**src/rtl/counter_cmd_seq_pkg.sv**
```systemverilog
// counter_seq_pkg: opcodes, FSM states, FIFO sizing and load-value clamp shared by counter_cmd_seq
package counter_seq_pkg;
  typedef enum logic [1:0] {OP_HOLD = 2'b00, OP_LOAD = 2'b01, OP_UP = 2'b10, OP_DOWN = 2'b11} op_e;
  typedef enum logic {IDLE = 1'b0, EXEC = 1'b1} state_e;
  localparam int FIFO_DEPTH = 4;
  localparam logic [3:0] MOD_MAX = 4'd11;
  typedef struct packed {
    op_e        op;
    logic [3:0] data;
    logic [3:0] len;
  } cmd_t;
  function automatic logic [3:0] clamp(input logic [3:0] d);
    return d > MOD_MAX ? MOD_MAX : d;
  endfunction
endpackage

```
**src/rtl/counter_cmd_seq_if.sv**
```systemverilog
// counter_cmd_seq_if: command handshake (cmd_valid/ready/op/data/len) and counter-control outputs
//   master: command producer / observer; slave: counter_cmd_seq
interface counter_cmd_seq_if;
  logic       cmd_valid, cmd_ready, load_in, up_down, busy, err;
  logic [1:0] cmd_op;
  logic [3:0] cmd_data, cmd_len, data_in;
  modport master(output cmd_valid, cmd_op, cmd_data, cmd_len,
                 input cmd_ready, load_in, data_in, up_down, busy, err);
  modport slave(input cmd_valid, cmd_op, cmd_data, cmd_len,
                output cmd_ready, load_in, data_in, up_down, busy, err);
endinterface

```
**src/rtl/counter_cmd_fifo.sv**
```systemverilog
// counter_cmd_fifo: 4-entry command FIFO
//   clock, rst (sync, active-high); push/din write; pop advances head dout; full, empty, count status
module counter_cmd_fifo
  import counter_seq_pkg::*;
(
  input  logic       clock,
  input  logic       rst,
  input  logic       push,
  input  logic       pop,
  input  cmd_t       din,
  output cmd_t       dout,
  output logic       full,
  output logic       empty,
  output logic [2:0] count
);
  cmd_t       mem [FIFO_DEPTH];
  logic [1:0] wr, rd;
  assign dout  = mem[rd];
  assign full  = count == 3'(FIFO_DEPTH);
  assign empty = count == 3'd0;
  always_ff @(posedge clock)
    if (push) mem[wr] <= din;
  always_ff @(posedge clock)
    if (rst) begin
      wr    <= '0;
      rd    <= '0;
      count <= '0;
    end else begin
      if (push) wr <= wr + 2'd1;
      if (pop) rd <= rd + 2'd1;
      count <= count + 3'(push) - 3'(pop);
    end
endmodule

```
**src/rtl/counter_cmd_seq.sv**
```systemverilog
// counter_cmd_seq: queues HOLD/LOAD/UP/DOWN commands and sequences a mod-12 counter's controls
//   clock, rst (sync, active-high); bus (counter_cmd_seq_if.slave): cmd_* handshake in,
//   load_in/data_in/up_down/busy/err out.
//   Optional CNT_SEQ_RANGE_CHK_EN: clamp HOLD/LOAD data above 11 to 11 and set sticky err.
module counter_cmd_seq
  import counter_seq_pkg::*;
(
  input logic              clock,
  input logic              rst,
  counter_cmd_seq_if.slave bus
);
  state_e     state, state_nx;
  cmd_t       head;
  logic       full, empty, push, pop, last, is_ld, load_q, up_q;
  logic [2:0] count;
  logic [3:0] cnt, data_q, ld_data;
  assign push          = bus.cmd_valid & ~full;
  assign last          = state == EXEC && cnt == 4'd0;
  assign pop           = ~empty && (state == IDLE || last);
  assign is_ld         = head.op == OP_HOLD || head.op == OP_LOAD;
  assign bus.cmd_ready = count != 3'(FIFO_DEPTH);
  assign bus.busy      = state == EXEC || count != 3'd0;
  assign bus.load_in   = load_q;
  assign bus.data_in   = data_q;
  assign bus.up_down   = up_q;
  counter_cmd_fifo fifo (
    .clock(clock), .rst(rst), .push(push), .pop(pop),
    .din('{op: op_e'(bus.cmd_op), data: bus.cmd_data, len: bus.cmd_len}),
    .dout(head), .full(full), .empty(empty), .count(count)
  );
`ifdef CNT_SEQ_RANGE_CHK_EN
  logic err_q;
  assign ld_data = clamp(head.data);
  assign bus.err = err_q;
  always_ff @(posedge clock)
    if (rst) err_q <= 1'b0;
    else if (pop && is_ld && head.data > MOD_MAX) err_q <= 1'b1;
`else
  assign ld_data = head.data;
  assign bus.err = 1'b0;
`endif
  always_ff @(posedge clock)
    state <= rst ? IDLE : state_nx;
  always_comb
    state_nx = pop ? EXEC : last ? IDLE : state;
  // Outputs only change on a pop or when the final command ends; otherwise they hold.
  always_ff @(posedge clock)
    if (rst) begin
      cnt    <= '0;
      load_q <= 1'b0;
      data_q <= '0;
      up_q   <= 1'b1;
    end else if (pop) begin
      cnt    <= head.op == OP_LOAD ? 4'd0 : head.len;
      load_q <= is_ld;
      if (is_ld) data_q <= ld_data;
      else up_q <= head.op == OP_UP;
    end else begin
      if (cnt != 4'd0) cnt <= cnt - 4'd1;
      if (last) load_q <= 1'b0;
    end
endmodule

```
**src/flat_wrapper.sv**
```systemverilog
// flat-port wrapper written by rule: the top's interface ports become plain ports
module counter_cmd_seq_flat import counter_seq_pkg::*;
  (clock, rst, bus_cmd_valid, bus_cmd_op, bus_cmd_data, bus_cmd_len, bus_cmd_ready, bus_load_in, bus_data_in, bus_up_down, bus_busy, bus_err);
  counter_cmd_seq_if bus_i ();
  input logic clock;
  input logic rst;
  input wire logic [$bits(bus_i.cmd_valid)-1:0] bus_cmd_valid;
  input wire logic [$bits(bus_i.cmd_op)-1:0] bus_cmd_op;
  input wire logic [$bits(bus_i.cmd_data)-1:0] bus_cmd_data;
  input wire logic [$bits(bus_i.cmd_len)-1:0] bus_cmd_len;
  output wire logic [$bits(bus_i.cmd_ready)-1:0] bus_cmd_ready;
  output wire logic [$bits(bus_i.load_in)-1:0] bus_load_in;
  output wire logic [$bits(bus_i.data_in)-1:0] bus_data_in;
  output wire logic [$bits(bus_i.up_down)-1:0] bus_up_down;
  output wire logic [$bits(bus_i.busy)-1:0] bus_busy;
  output wire logic [$bits(bus_i.err)-1:0] bus_err;
  assign bus_i.cmd_valid = bus_cmd_valid;
  assign bus_i.cmd_op = bus_cmd_op;
  assign bus_i.cmd_data = bus_cmd_data;
  assign bus_i.cmd_len = bus_cmd_len;
  assign bus_cmd_ready = bus_i.cmd_ready;
  assign bus_load_in = bus_i.load_in;
  assign bus_data_in = bus_i.data_in;
  assign bus_up_down = bus_i.up_down;
  assign bus_busy = bus_i.busy;
  assign bus_err = bus_i.err;
  counter_cmd_seq u_core (.clock(clock), .rst(rst), .bus(bus_i));
endmodule
```
**config.mk**
```make
export PLATFORM = sky130hd
export DESIGN_NAME = counter_cmd_seq_flat
export DESIGN_NICKNAME = d
export VERILOG_FILES = /design/src/rtl/counter_cmd_seq_pkg.sv /design/src/rtl/counter_cmd_seq_if.sv /design/src/rtl/counter_cmd_fifo.sv /design/src/rtl/counter_cmd_seq.sv /design/src/flat_wrapper.sv
export SDC_FILE = /design/constraint.sdc
export NUM_CORES = 1
export LEC_CHECK = 0
export BUFFER_PORTS_ARGS = -buffer_cell sky130_fd_sc_hd__buf_2
export CAP_MARGIN = 20
export CORE_AREA = 10 10 78 80
export DETAILED_ROUTE_END_ITERATION = 16
export DIE_AREA = 0 0 88 90
export PLACE_DENSITY = 0.78
export SLEW_MARGIN = 20
export SYNTH_ARGS = -nofsm -noshare
export SYNTH_HDL_FRONTEND = slang
export SYNTH_SLANG_ARGS = --single-unit
```
**constraint.sdc**
```tcl
create_clock -name clock -period 3.5 [get_ports clock]
set_input_delay 0.525 -clock clock [delete_from_list [all_inputs] [get_ports clock]]
set_output_delay 0.525 -clock clock [all_outputs]
set_load 0.02 [all_outputs]
```
==> results of run 1 <==
state kept, by name, indices dropped and copies added (netlist names), named ones only:
signal              cells
u_core.fifo.mem        40
u_core.state            1
u_core.cnt              4
u_core.bus.load_in      1
u_core.fifo.wr          2
u_core.fifo.count       3
u_core.bus.up_down      1
u_core.fifo.rd          2
u_core.bus.data_in      4
final cells by class:
| type | count | area (µm²) | area share [%] |
|---|---|---|---|
| clock buffer | 12 | 145 | 5.21 |
| clock inverter | 4 | 72.6 | 2.60 |
| inverter | 7 | 26.3 | 0.943 |
| multi-input combinational | 83 | 773 | 27.8 |
| sequential | 60 | 1600 | 57.5 |
| tap | 54 | 67.6 | 2.42 |
| timing repair buffer | 20 | 100 | 3.59 |
through the flow:
step,area (µm²),std cells,hold WS [ns],utilization (%),setup slack (ns)
5_1_grt,2790,240,0.401,60.6,0.535
2_1_floorplan,2440,157,0.470,-,1.09
4_1_cts,2790,240,0.392,60.6,0.768
3_5_place_dp,2570,224,0.456,55.9,0.786
6_report,2790,240,0.405,60.6,0.777
3_3_place_gp,2570,224,0.447,55.9,0.922
power by group through the flow:
stage               Clock, µW  Combinational [µW]  Sequential [µW]
finish                    673                 774             1030
global route              723                 868             1050
CTS                       684                 785             1030
detailed placement          0                 780             1040
global placement            0                 744             1040
floorplan                   0                 632             1020
final timing paths:
path	from	end	slack, ns
worst max-delay path	u_core.cnt[0]	u_core.fifo.count[2]	0.78
worst min-delay path	bus_cmd_data[3]	u_core.fifo.mem[1][7]	0.40
worst max register to register	u_core.cnt[0]	u_core.fifo.count[2]	0.78
worst min register to register	u_core.bus.up_down	u_core.bus.up_down	0.47
per-layer routing:
layer / vias to the layer above / track usage [%] / share of wire (%)
met5: - / 0 / 0
met4: 0 / 6.65 / 2.6
met3: 10 / 3.52 / 4.1
met2: 22 / 17.4 / 51
met1: 643 / 12.1 / 42
li1: 625 / - / -
placed cells by master, fill, tap and decap left out, types with 3 or more instances in the layout:
cell type / count
ha_1: 6
clkbuf_8: 10
inv_1: 7
nor2b_1: 3
and3b_1: 3
mux4_1: 3
dfxtp_1: 20
edfxtp_1: 40
nand2_1: 3
mux2i_1: 5
mux4_2: 7
xnor2_1: 7
and2_1: 4
nor2_1: 17
buf_2: 20
kinds of logic (layout without fill, tap and decap cells):
kind of cell,Yosys count,count (layout),share of synthesized area (%)
XOR/XNOR,7,7,2.51
other,1,1,0.154
flip-flops,60,60,65.6
AND/OR/NAND/NOR,40,40,8.71
buffers and inverters,14,43,2.72
AO/OA/AOI/OAI,13,13,4.66
adder cells (fa/ha/maj),7,7,3.90
multiplexers,15,15,11.7
worst max-delay path, delay by kind of cell (launching register included):
kind            cells  cell delay, ns
simple gates        3            0.75
fa+ha+maj           2            0.65
compound gates      1            0.48
flops               1            0.33
xor+xnor            2            0.32
buf+inv             1            0.08
==> reports/results.ini, run 1 <==
[route]
vias_per_cell = 5.42
drt_drc = 0
routed_wl_um = 3970
vias = 1300
detail_route.first_pass.iterations = 4
first_iter_violations = 76
wl_per_cell_um = 16.6
ant_nets = 0

[synth]
synth.largest_area_cell = edfxtp_1
yosys-top-cells-area = edfxtp_1, dfxtp_1, mux4_2
netlist_area_um2 = 2440
synthDominantCellAreaShare_pct = 49.2
syn-mean-instance-area_um2 = 15.5
synthesis_warning_total = 0
mappedNetlistNets = 177
top_count_cell_post_synth = edfxtp_1
dominantRegCellSynth = edfxtp_1
postSynth.asyncResetShare_pct = 0
post_synth_num_cell_types = 38
synth_edf_count = 40
netlist_instances = 157
ys_seq_area_share_pct = 65.6
synth_seq_cells = 60
yosys-top-cells-count = edfxtp_1, dfxtp_1, nor2_1

[clock_network]
htreeDepth = 3
cts_resized = 0
tritoncts.num_buffers = 9
postCtsSetupBuffers = 0
cts_sinks = 60
cts.clk_slew.worst_paths_ns = 0.06
ctsHoldBuffers = 0
ctsLongestPathBuffers = 2
cts_root_buffer = clkbuf_8
clock_latency_ns = 0.33
cts_tree = built

[floorplan]
die_y_um = 90
start_util_pct = 53.1
boundaryPins = 22
fp.coreArea_um2 = 4600
floorplan.rows = 25
fp.dieW_um = 88
design.die.area_um2 = 7920

[worst_setup_path]
crit_arrival_ns = 2.94
worstSetupPathType = reg2reg
worst_path_most_repeated_cell = xnor2_1
timing.critical_path.fanout_max = 12
slowest_stage = or3b_1
r2r.worst_path.cells = 9
critPathCaptureType = register
critPathMaxStageDelay_ns = 0.51
path_cells = inv_1 -> ha_1 -> or3b_1 -> a21oi_2 -> nand2b_1 -> fa_1 -> xnor2_1 -> xnor2_1 -> nor2_1
worstSetupStartpointType = register
timing.critical_path.required_ns = 3.71

[power_and_ir_drop]
seq_power_share_pct = 41.5
power_leakage_uw = 0.00103
clkPwrFrac_pct = 27.2
p_int_uw = 1690
p_sw_share_pct = 31.5
pwr-share-comb_pct = 31.3
net-switching-power_uw = 778
pwr_density_cell_nw_per_um2 = 887
vdd_drop_max_mv = 0.447
fin_total_pwr_uw = 2470

[timing]
min_period_ns = 2.72
slew_viol_final = 0
setup_repair_after_global_routing_missed_its_margin = no
upper_clock_frequency_limit_mhz = 367
tns_ns = 0
finalHoldViolCount = 0
finalSetupViolCount = 0
actual_slew_at_the_worst_max_slew_pin_ns = 0.634
final.setup_skew_ns = 0.00830
min_period_over_period_pct = 77.8
slew_headroom_pct = 57.7

[layout]
post_route_cells_drive_above_1_share_pct = 23.1
num-fill-cells = 360
diodes = 0
area.growth.synth_to_final_pct = 14.1
final_net_count = 201

[worst_hold_path]
min-delay-path-class = in2reg
hold-path-cell-count = 1

[global_route]
grt_pass1_vias = 1354
globalRoute.totalOverflow = 0
grt_pass1_wl_um = 6580
grt_start_max_net_pins = 20
grt_use_total_pct = 10.9
antenna_found_initial = 0

[placement]
globalplace.congestion = 0.761
dp_hpwl_um = 2770
place.port_buffers = 20

[job]
cap_viol_max_count = 0

[status]
outcome = completed

No activity file was read; power rests on OpenSTA's default activity.
==> run 2: changes to the inputs <==
==> constraint.sdc (replaced) <==
create_clock -name clock -period 2.68 [get_ports clock]
set_input_delay 0.402 -clock clock [delete_from_list [all_inputs] [get_ports clock]]
set_output_delay 0.402 -clock clock [all_outputs]
set_load 0.02 [all_outputs]
==> run 2 against run 1 <==
Compared with the run above:
- via count fell by 1.0%
- setup slack got worse by 0.56 ns
- power rose by 28%
==> reports/results.ini, run 2 (synthesis gave the netlist of run 1 again) <==
[status]
outcome = completed

[floorplan]
boundaryPins = 22  ; unchanged
die_y_um = 90  ; unchanged
fp.coreArea_um2 = 4600  ; unchanged
start_util_pct = 53.1  ; unchanged
floorplan.rows = 25  ; unchanged
design.die.area_um2 = 7920  ; unchanged
fp.dieW_um = 88  ; unchanged

[clock_network]
postCtsSetupBuffers = 0  ; unchanged
cts_sinks = 60  ; unchanged
tritoncts.num_buffers = 9  ; unchanged
clock_latency_ns = 0.34  ; about the same
ctsLongestPathBuffers = 2  ; unchanged
cts_resized = 0  ; unchanged
ctsHoldBuffers = 0  ; unchanged
cts_root_buffer = clkbuf_8
htreeDepth = 3  ; unchanged
cts.clk_slew.worst_paths_ns = 0.06  ; about the same
cts_tree = built

[timing]
tns_ns = 0  ; unchanged
slew_viol_final = 0  ; unchanged
finalHoldViolCount = 0  ; unchanged
upper_clock_frequency_limit_mhz = 407  ; +11%
min_period_ns = 2.46  ; -0.264 ns
actual_slew_at_the_worst_max_slew_pin_ns = 0.589  ; -0.0453 ns
finalSetupViolCount = 0  ; unchanged
min_period_over_period_pct = 91.8  ; +14 points
slew_headroom_pct = 60.7  ; +3.1 points
setup_repair_after_global_routing_missed_its_margin = no
final.setup_skew_ns = 0.00774  ; -0.000563 ns

[worst_setup_path]
critPathCaptureType = register
crit-reg2reg-capture = u_core.fifo.count[2]
path_cells = inv_1 -> ha_1 -> or3b_1 -> a21oi_2 -> nand2b_1 -> nand2_1 -> ha_1 -> fa_1 -> xnor2_1 -> xnor2_1 -> nor2_1
r2r.worst_path.cells = 11  ; +2
reg2reg_slack_ns = 0.22  ; -0.56 ns
critPathMaxStageDelay_ns = 0.40  ; -0.11 ns
slowest_stage = fa_1
timing.critical_path.fanout_max = 8  ; -4
rr_startpoint = u_core.cnt[0]
worstSetupStartpointType = register
worstSetupPathType = reg2reg
crit_arrival_ns = 2.67  ; -0.27 ns
timing.critical_path.required_ns = 2.89  ; -0.82 ns

[placement]
dp_hpwl_um = 2830  ; +2.3%
globalplace.congestion = 0.823  ; +8.3%
place.port_buffers = 20  ; unchanged

[route]
vias = 1287  ; -1.0%
first_iter_violations = 70  ; -7.9%
vias_per_cell = 5.32  ; -1.8%
wl_per_cell_um = 17.3  ; +4.6%
routed_wl_um = 4190  ; +5.5%
ant_nets = 0  ; unchanged
drt_drc = 0  ; unchanged
detail_route.first_pass.iterations = 5  ; +1

[power_and_ir_drop]
power_leakage_uw = 0.00102  ; -0.55%
pwr_density_cell_nw_per_um2 = 1140  ; +29%
fin_total_pwr_uw = 3170  ; +28%
vdd_drop_max_mv = 0.502  ; +12%

[layout]
area.growth.synth_to_final_pct = 13.8
num-fill-cells = 347  ; -3.6%
layout.cells.most_common_list = edfxtp_1, dfxtp_1, buf_2
post_route_cells_drive_above_1_share_pct = 24.5  ; +1.3 points
largest-register = u_core.fifo.mem
largest_reg_flops = 40  ; unchanged
final_net_count = 203  ; +1.0%
final_common_cell = edfxtp_1
diodes = 0  ; unchanged

[global_route]
grt_pass1_wl_um = 7020  ; +6.7%
globalRoute.totalOverflow = 0  ; unchanged
grt_start_max_net_pins = 20  ; unchanged
antenna_found_initial = 0  ; unchanged
grt_pass1_vias = 1424  ; +5.2%
grt_use_total_pct = 11.8  ; +0.98 points

[worst_hold_path]
timing.hold.worst.start = bus_cmd_data[3]
hold-path-cell-count = 1  ; unchanged
min-delay-path-class = in2reg
worst_hold_endpoint = u_core.fifo.mem[1][7]

[job]
cap_viol_max_count = 0  ; unchanged

## run 2: metal layers
layer | part of all wire (%) | vias up | global-route usage, %
met4 | 1.4 | 0 | 5.19
met5 | 0 | - | 0
li1 | - | 627 | -
met2 | 50 | 23 | 18.3
met3 | 5.5 | 8 | 6.41
met1 | 43 | 629 | 13.0
## run 2: how the worst max path moves through the flow
stage                  startpoint                    to  slack, ns  cells past startpoint
finish              u_core.cnt[0]  u_core.fifo.count[2]       0.22                     11
global route        u_core.cnt[0]  u_core.fifo.count[2]       0.05                     11
CTS                 u_core.cnt[0]  u_core.fifo.count[2]       0.21                     11
detailed placement  u_core.cnt[0]  u_core.fifo.count[2]       0.23                     11
global placement    u_core.cnt[0]  u_core.fifo.count[2]       0.37                     11
floorplan           u_core.cnt[0]  u_core.fifo.count[2]       0.27                     13
## run 2: cell type report
class	count	area [µm²]	area share [%]
inverter	7	26.3	0.946
clock inverter	4	50.0	1.80
sequential	60	1600	57.6
multi-input combinational	83	773	27.8
timing repair buffer	22	115	4.14
clock buffer	12	145	5.22
tap	54	67.6	2.43
## run 2: report_power, final
part / internal (µW) / total (µW) / switching (µW)
sequential: 1180 / 1330 / 152
combinational: 505 / 1060 / 555
clock: 453 / 781 / 328
total: 2140 / 3170 / 1030
## run 2: critical path: cells and delay by family (launching register included)
family	cells	cell delay (ns)
AOI/OAI and AO/OA	1	0.12
xor gates and xnor gates	2	0.34
adders and majority gates	3	0.84
buffers and inverters	1	0.07
DFF	1	0.35
and+or+nand+nor	4	0.62
## run 2: metrics by stage
stage / hold slack, ns / instances / setup slack, ns / utilization, % / area [µm²]
6_report: 0.274 / 242 / 0.221 / 60.4 / 2780
5_1_grt: 0.257 / 242 / 0.0470 / 60.4 / 2780
4_1_cts: 0.257 / 242 / 0.208 / 60.4 / 2780
3_5_place_dp: 0.455 / 226 / 0.228 / 56.2 / 2580
3_3_place_gp: 0.445 / 226 / 0.370 / 56.2 / 2580
2_1_floorplan: 0.470 / 157 / 0.270 / - / 2440
